===== config.mk =====
export PLATFORM = sky130hd
export DESIGN_NAME = add_bist_ctrl
export DESIGN_NICKNAME = d
export VERILOG_FILES = /design/src/rtl/add_bist_pkg.sv /design/src/rtl/add_bist_vecgen.sv /design/src/rtl/add_bist_ctrl.sv
export SDC_FILE = /design/constraint.sdc
export NUM_CORES = 1
export LEC_CHECK = 0
export CORE_AREA = 3 3 71 73
export CTS_CLUSTER_DIAMETER = 80
export DETAILED_ROUTE_END_ITERATION = 10
export DIE_AREA = 0 0 74 76
export PLACE_DENSITY_LB_ADDON = 0.08
export SYNTH_ARGS = -nofsm -noshare
export SYNTH_HDL_FRONTEND = slang
export SYNTH_SLANG_ARGS = --single-unit

===== constraint.sdc =====
create_clock -name clk -period 4.9 [get_ports clk]
set_input_delay 0.98 -clock clk [delete_from_list [all_inputs] [get_ports clk]]
set_output_delay 0.98 -clock clk [all_outputs]
set_load 0.03 [all_outputs]

===== src/rtl/add_bist_pkg.sv =====
// Shared types and sizes for the exhaustive 4-bit adder self-test controller.
package add_bist_pkg;

    typedef enum logic [1:0] {
        IDLE = 2'd0,
        RUN  = 2'd1,
        DONE = 2'd2
    } state_t;

    localparam int OP_W    = 4;
    localparam int VEC_W   = 2 * OP_W;
    localparam int NUM_VEC = 256;
    localparam int ERR_W   = 9;

endpackage


===== src/rtl/add_bist_vecgen.sv =====
// Vector counter with per-vector settle timer; strobe marks the last edge of each window.
module add_bist_vecgen
    import add_bist_pkg::*;
#(
    parameter int SETTLE = 1
) (
    input  logic             clk,
    input  logic             clr,
    input  logic             load,
    input  logic             en,
    output logic [VEC_W-1:0] k,
    output logic             strobe,
    output logic             last
);

    logic [3:0] cnt;

    assign strobe = en && (cnt == 4'd0);
    assign last   = (k == VEC_W'(NUM_VEC - 1));

    // k parks on the final vector so the operands hold (15,15) once the run ends
    always_ff @(posedge clk) begin
        if (clr) begin
            k   <= '0;
            cnt <= 4'(SETTLE);
        end else if (load) begin
            k   <= '0;
            cnt <= 4'(SETTLE);
        end else if (en) begin
            if (cnt == 4'd0) begin
                cnt <= 4'(SETTLE);
                if (!last)
                    k <= k + 1'b1;
            end else begin
                cnt <= cnt - 1'b1;
            end
        end
    end

endmodule


===== src/rtl/add_bist_ctrl.sv =====
// Exhaustive self-test of an external 4-bit adder: walks all 256 operand pairs,
// counts mismatches and records the first failing vector.
module add_bist_ctrl
    import add_bist_pkg::*;
#(
    parameter int SETTLE = 1
) (
    input  logic             clk,
    input  logic             rst,
    input  logic             start,
    input  logic             abort,
    output logic [OP_W-1:0]  num1,
    output logic [OP_W-1:0]  num2,
    input  logic [OP_W-1:0]  out,
    input  logic             cout,
    output logic             busy,
    output logic             done,
    output logic             pass,
    output logic [ERR_W-1:0] err_count,
    output logic [OP_W-1:0]  first_a,
    output logic [OP_W-1:0]  first_b,
    output logic [OP_W:0]    first_got
);

    state_t           state, nxt;
    logic [VEC_W-1:0] k;
    logic             strobe, last, load, clr;
    logic [OP_W:0]    got, ref_sum;

    function automatic logic [ERR_W-1:0] sat_inc(input logic [ERR_W-1:0] c);
        return (c == ERR_W'(NUM_VEC)) ? c : c + 1'b1;
    endfunction

    assign load    = (state != RUN) && start && !abort;
    assign clr     = rst || abort;
    assign num1    = k[VEC_W-1:OP_W];
    assign num2    = k[OP_W-1:0];
    assign got     = {cout, out};
    assign ref_sum = {1'b0, num1} + {1'b0, num2};

    add_bist_vecgen #(.SETTLE(SETTLE)) u_vecgen (
        .clk    (clk),
        .clr    (clr),
        .load   (load),
        .en     (state == RUN),
        .k      (k),
        .strobe (strobe),
        .last   (last)
    );

    always_ff @(posedge clk) begin
        if (rst)
            state <= IDLE;
        else
            state <= nxt;
    end

    always_comb begin
        nxt = state;
        case (state)
            IDLE, DONE: begin
                if (abort)
                    nxt = IDLE;
                else if (start)
                    nxt = RUN;
            end
            RUN: begin
                if (abort)
                    nxt = IDLE;
                else if (strobe && last)
                    nxt = DONE;
            end
            default: nxt = IDLE;
        endcase
    end

    always_comb begin
        busy = 1'b0;
        done = 1'b0;
        pass = 1'b0;
        case (state)
            RUN:  busy = 1'b1;
            DONE: begin
                done = 1'b1;
                pass = (err_count == '0);
            end
            default: ;
        endcase
    end

    // An aborting edge does not score the vector it lands on
    always_ff @(posedge clk) begin
        if (rst || load) begin
            err_count <= '0;
            first_a   <= '0;
            first_b   <= '0;
            first_got <= '0;
        end else if (strobe && !abort && (got != ref_sum)) begin
            err_count <= sat_inc(err_count);
            if (err_count == '0) begin
                first_a   <= num1;
                first_b   <= num2;
                first_got <= got;
            end
        end
    end

endmodule


==> results by group <==
Run status
  – Status: complete, no violations

Power
  – Pwr/cell area: 237 nW/um2
  – Leak: 0.867 nW
  – Worst VDD drop: 142 uV

Clock tree
  – PostCTS Resize Cnt: 0
  – Post-CTS setup repair buffer count: 0
  – CTS clk-pin slew, worst paths: around 0.07 ns
  – CTS sink cnt: 36
  – H-tree Lvls: 2
  – CTS tree: yes
  – Clock Path Buffers: 2
  – Skew-Pair Late Insertion Delay: 0.29 ns
  – CTS Buf Count: 5
  – Hold-fix buffers, CTS: 0
  – CTS root buffer: clkbuf_8

Hold path
  – Hold EP: u_vecgen.cnt[3]$_SDFFE_PP0P_
  – Hold Startpoint: u_vecgen.cnt[3]$_SDFFE_PP0P_
  – Hold path depth: 2
  – Worst Hold Class: flop to flop

Placement
  – Port bufs: 41
  – DP HPWL: 3130 um
  – GP Congestion: 0.788

Synth
  – Flip-flop and latch count after synthesis: 36
  – Post-synth EDFFs: 0
  – Synth Net Count: approximately 200
  – Syn Area/Cell: around 9.4 um2
  – Primary FF master, synth: dfxtp_1
  – Yosys warns: 0
  – Seq/Total Area, Yosys: 40.6%
  – Distinct cells, synth: 40
  – Post-synth top area cell: dfxtp_1
  – Cells after Synth: 189
  – Post-synth top area share: 40.6%
  – Post-Syn Area: about 1800 um2
  – Largest cells by area after synthesis: dfxtp_1 (41%), mux2i_1 (10%), nor2_1 (6.6%)
  – Ys async rst share: 0%

Routing
  – DR WL/cell: 14.9 um
  – DR vias: 1496
  – Vias per cell: 5.27
  – Antenna Nets Post-Route: 0
  – Routed Wire Length: 4220 um
  – Initial drt markers: 35
  – DRC: 0
  – DRT Pass-1 Iters: 4

Timing
  – Final Hold Viols: 0
  – Fmax achieved: 0.314 GHz
  – Slew margin rel.: 23.6%
  – RSZ-0062 raised after global routing: no
  – Setup TNS: 0 ns
  – Setup Skew: around 0.0090 ns
  – Measured slew at the worst slew-check pin: about 1.1 ns
  – Final Cycle Share: between 60 and 70%
  – Max-slew violation count: 0
  – Final Setup Violations: 0
  – Min Tclk post-route: 3.18 ns

Floorplan
  – Row count: 24
  – Die width: 74 um
  – Boundary pin count: 42
  – Initial core utilization: 40.2%
  – CORE AREA: between 4000 and 5000 um2
  – Die Y-Extent: roughly 76 um
  – Die ar.: 5620 um2

Layout
  – Nets@finish: 249
  – Layout cells sized above 1: 6.03%
  – Multi-input gate area: 1010 um2
  – Diodes inserted: 0
  – Fin util: between 50% and 60%
  – Fillers: ~400
  – Area growth syn-to-layout: 30.7%
  – Sequential cell area: 721 um2

Worst setup path
  – Crit-path cells: nor4_1 > nand4b_1 > nor2_1 > clkdlybuf4s50_1
  – R2r setup slk: approximately 1.8 ns
  – Critical path required time: 3.92 ns
  – CP Max Fanout: 6
  – Crit end category: output port
  – Worst r2r src: u_vecgen.k[4]$_SDFFE_PP0P_
  – Crit-path max cell delay: 0.68 ns
  – Setup CP Type: flop to output port
  – Worst Reg-to-Reg Cells: 8
  – WP data arrival: around 2.2 ns
  – Crit path max-delay cell type: clkdlybuf4s50_1
  – Reg2reg end: first_got[2]$_SDFFE_PP0P_
  – Startpoint Class: flop

Global routing
  – Gr usage total: 16.3%
  – Initial antenna violation count: 0
  – Vias in the first global route: around 1500
  – First-pass GRT wire length: just over 7000 um
  – Largest net degree at the start of global routing: 20
  – Gr ovfl total: 0

Job
  – Max_cap viols: 0
-- routing by layer --
layer,global-route usage [%],vias up,part of all wire [%]
li1,-,748,-
met1,20.3,709,44
met2,26.6,31,50
met3,4.88,8,4.7
met4,4.89,0,1.4
met5,0,-,0
-- cells in the final DEF (no fill, tap or decap) --
master,netlist,layout
o21ai_0,1,1
clkbuf_8,0,7
or2_4,1,1
a211oi_1,2,2
o2111a_1,1,1
a21oi_1,7,7
nor2b_1,1,1
a2111oi_4,1,1
nor4_1,1,1
and2_1,2,2
dfxtp_1,36,36
nand2_1,11,11
fa_1,1,1
nor3b_1,2,2
clkdlybuf4s50_1,0,41
a41o_1,1,1
nor2_1,31,31
xor2_1,6,6
o21a_1,1,1
and3_1,3,3
nor3_1,3,3
nand3b_1,4,4
a31oi_1,2,2
xnor2_1,8,8
or2_2,1,1
ha_1,7,7
a2111oi_2,1,1
a21bo_1,1,1
nand3_1,5,5
mux2i_1,18,18
inv_1,5,5
nand4_1,6,6
or4b_4,1,1
a31o_2,2,2
a21o_1,2,2
nand4b_1,1,1
nand2b_1,6,6
and4_1,2,2
-- cells in the mapped netlist (all sizes together) (3+ instances only) --
| cell type | instances |
|---|---|
| nand3 | 5 |
| nand2b | 6 |
| nor3 | 3 |
| dfxtp | 36 |
| and3 | 3 |
| inv | 5 |
| nand4 | 6 |
| nand3b | 4 |
| mux2i | 18 |
| a21oi | 7 |
| buf | 3 |
| ha | 7 |
| nor2 | 31 |
| nand2 | 11 |
| xnor2 | 8 |
| xor2 | 6 |
-- kinds of logic after synthesis --
logic type	Yosys count	share of synthesized area [%]
muxes	18	10.1
DFF	36	40.6
AOI/OAI and AO/OA	22	10.2
buffers and inverters	10	2.61
adders and majority gates	8	6.06
and+or+nand+nor	81	23.5
xor gates and xnor gates	14	6.91
-- layout make-up --
cell class,count,share of cell area [%]
Sequential cell,36,31.1
Inverter,5,0.809
Multi-Input combinational cell,143,43.5
Clock buffer,7,4.15
Timing Repair Buffer,41,17.7
Tap cell,52,2.80
-- stage by stage --
stage               hold WS (ns)  std cells  setup slack [ns]  area [um2]  power [mW]
global route               0.487        284              1.55        2320       0.570
detailed placement         0.450        277              1.46        2220       0.328
finish                     0.456        284              1.72        2320       0.550
global placement           0.441        277              1.56        2220       0.327
floorplan                  0.431        189              2.30        1780       0.315
CTS                        0.461        284              1.72        2320       0.558
-- worst max-delay path by stage --
| stage | slack, ns | startpoint | cells after the start | end |
|---|---|---|---|---|
| 2_1_floorplan | 2.30 | u_vecgen.k[4]$_SDFFE_PP0P_ | 9 | first_a[1]$_SDFFE_PP0P_ |
| 3_3_place_gp | 1.56 | out[3] | 7 | first_a[0]$_SDFFE_PP0P_ |
| 3_5_place_dp | 1.46 | out[3] | 7 | first_got[2]$_SDFFE_PP0P_ |
| 4_1_cts | 1.72 | err_count[2]$_SDFFE_PP0P_ | 4 | pass |
| 5_1_grt | 1.55 | err_count[2]$_SDFFE_PP0P_ | 4 | pass |
| 6_report | 1.72 | err_count[2]$_SDFFE_PP0P_ | 4 | pass |
-- worst max-delay path, delay by kind of cell, from the launching register on --
family / cells / cell delay, ns
AND/OR/NAND/NOR: 3 / 0.87
buffers and inverters: 1 / 0.68
flip-flops: 1 / 0.36
-- sequential cells by signal, summed over array words and instances (netlist names) --
register,cells
u_vecgen.k,8
first_got,5
first_a,4
first_b,4
state,2
u_vecgen.cnt,4
err_count,9
-- where the power goes --
part	switching (mW)	internal [mW]
Clock	0.104	0.125
Combinational	0.0158	0.0111
Sequential	0.000570	0.293
No activity file was read; power rests on OpenSTA's default activity.
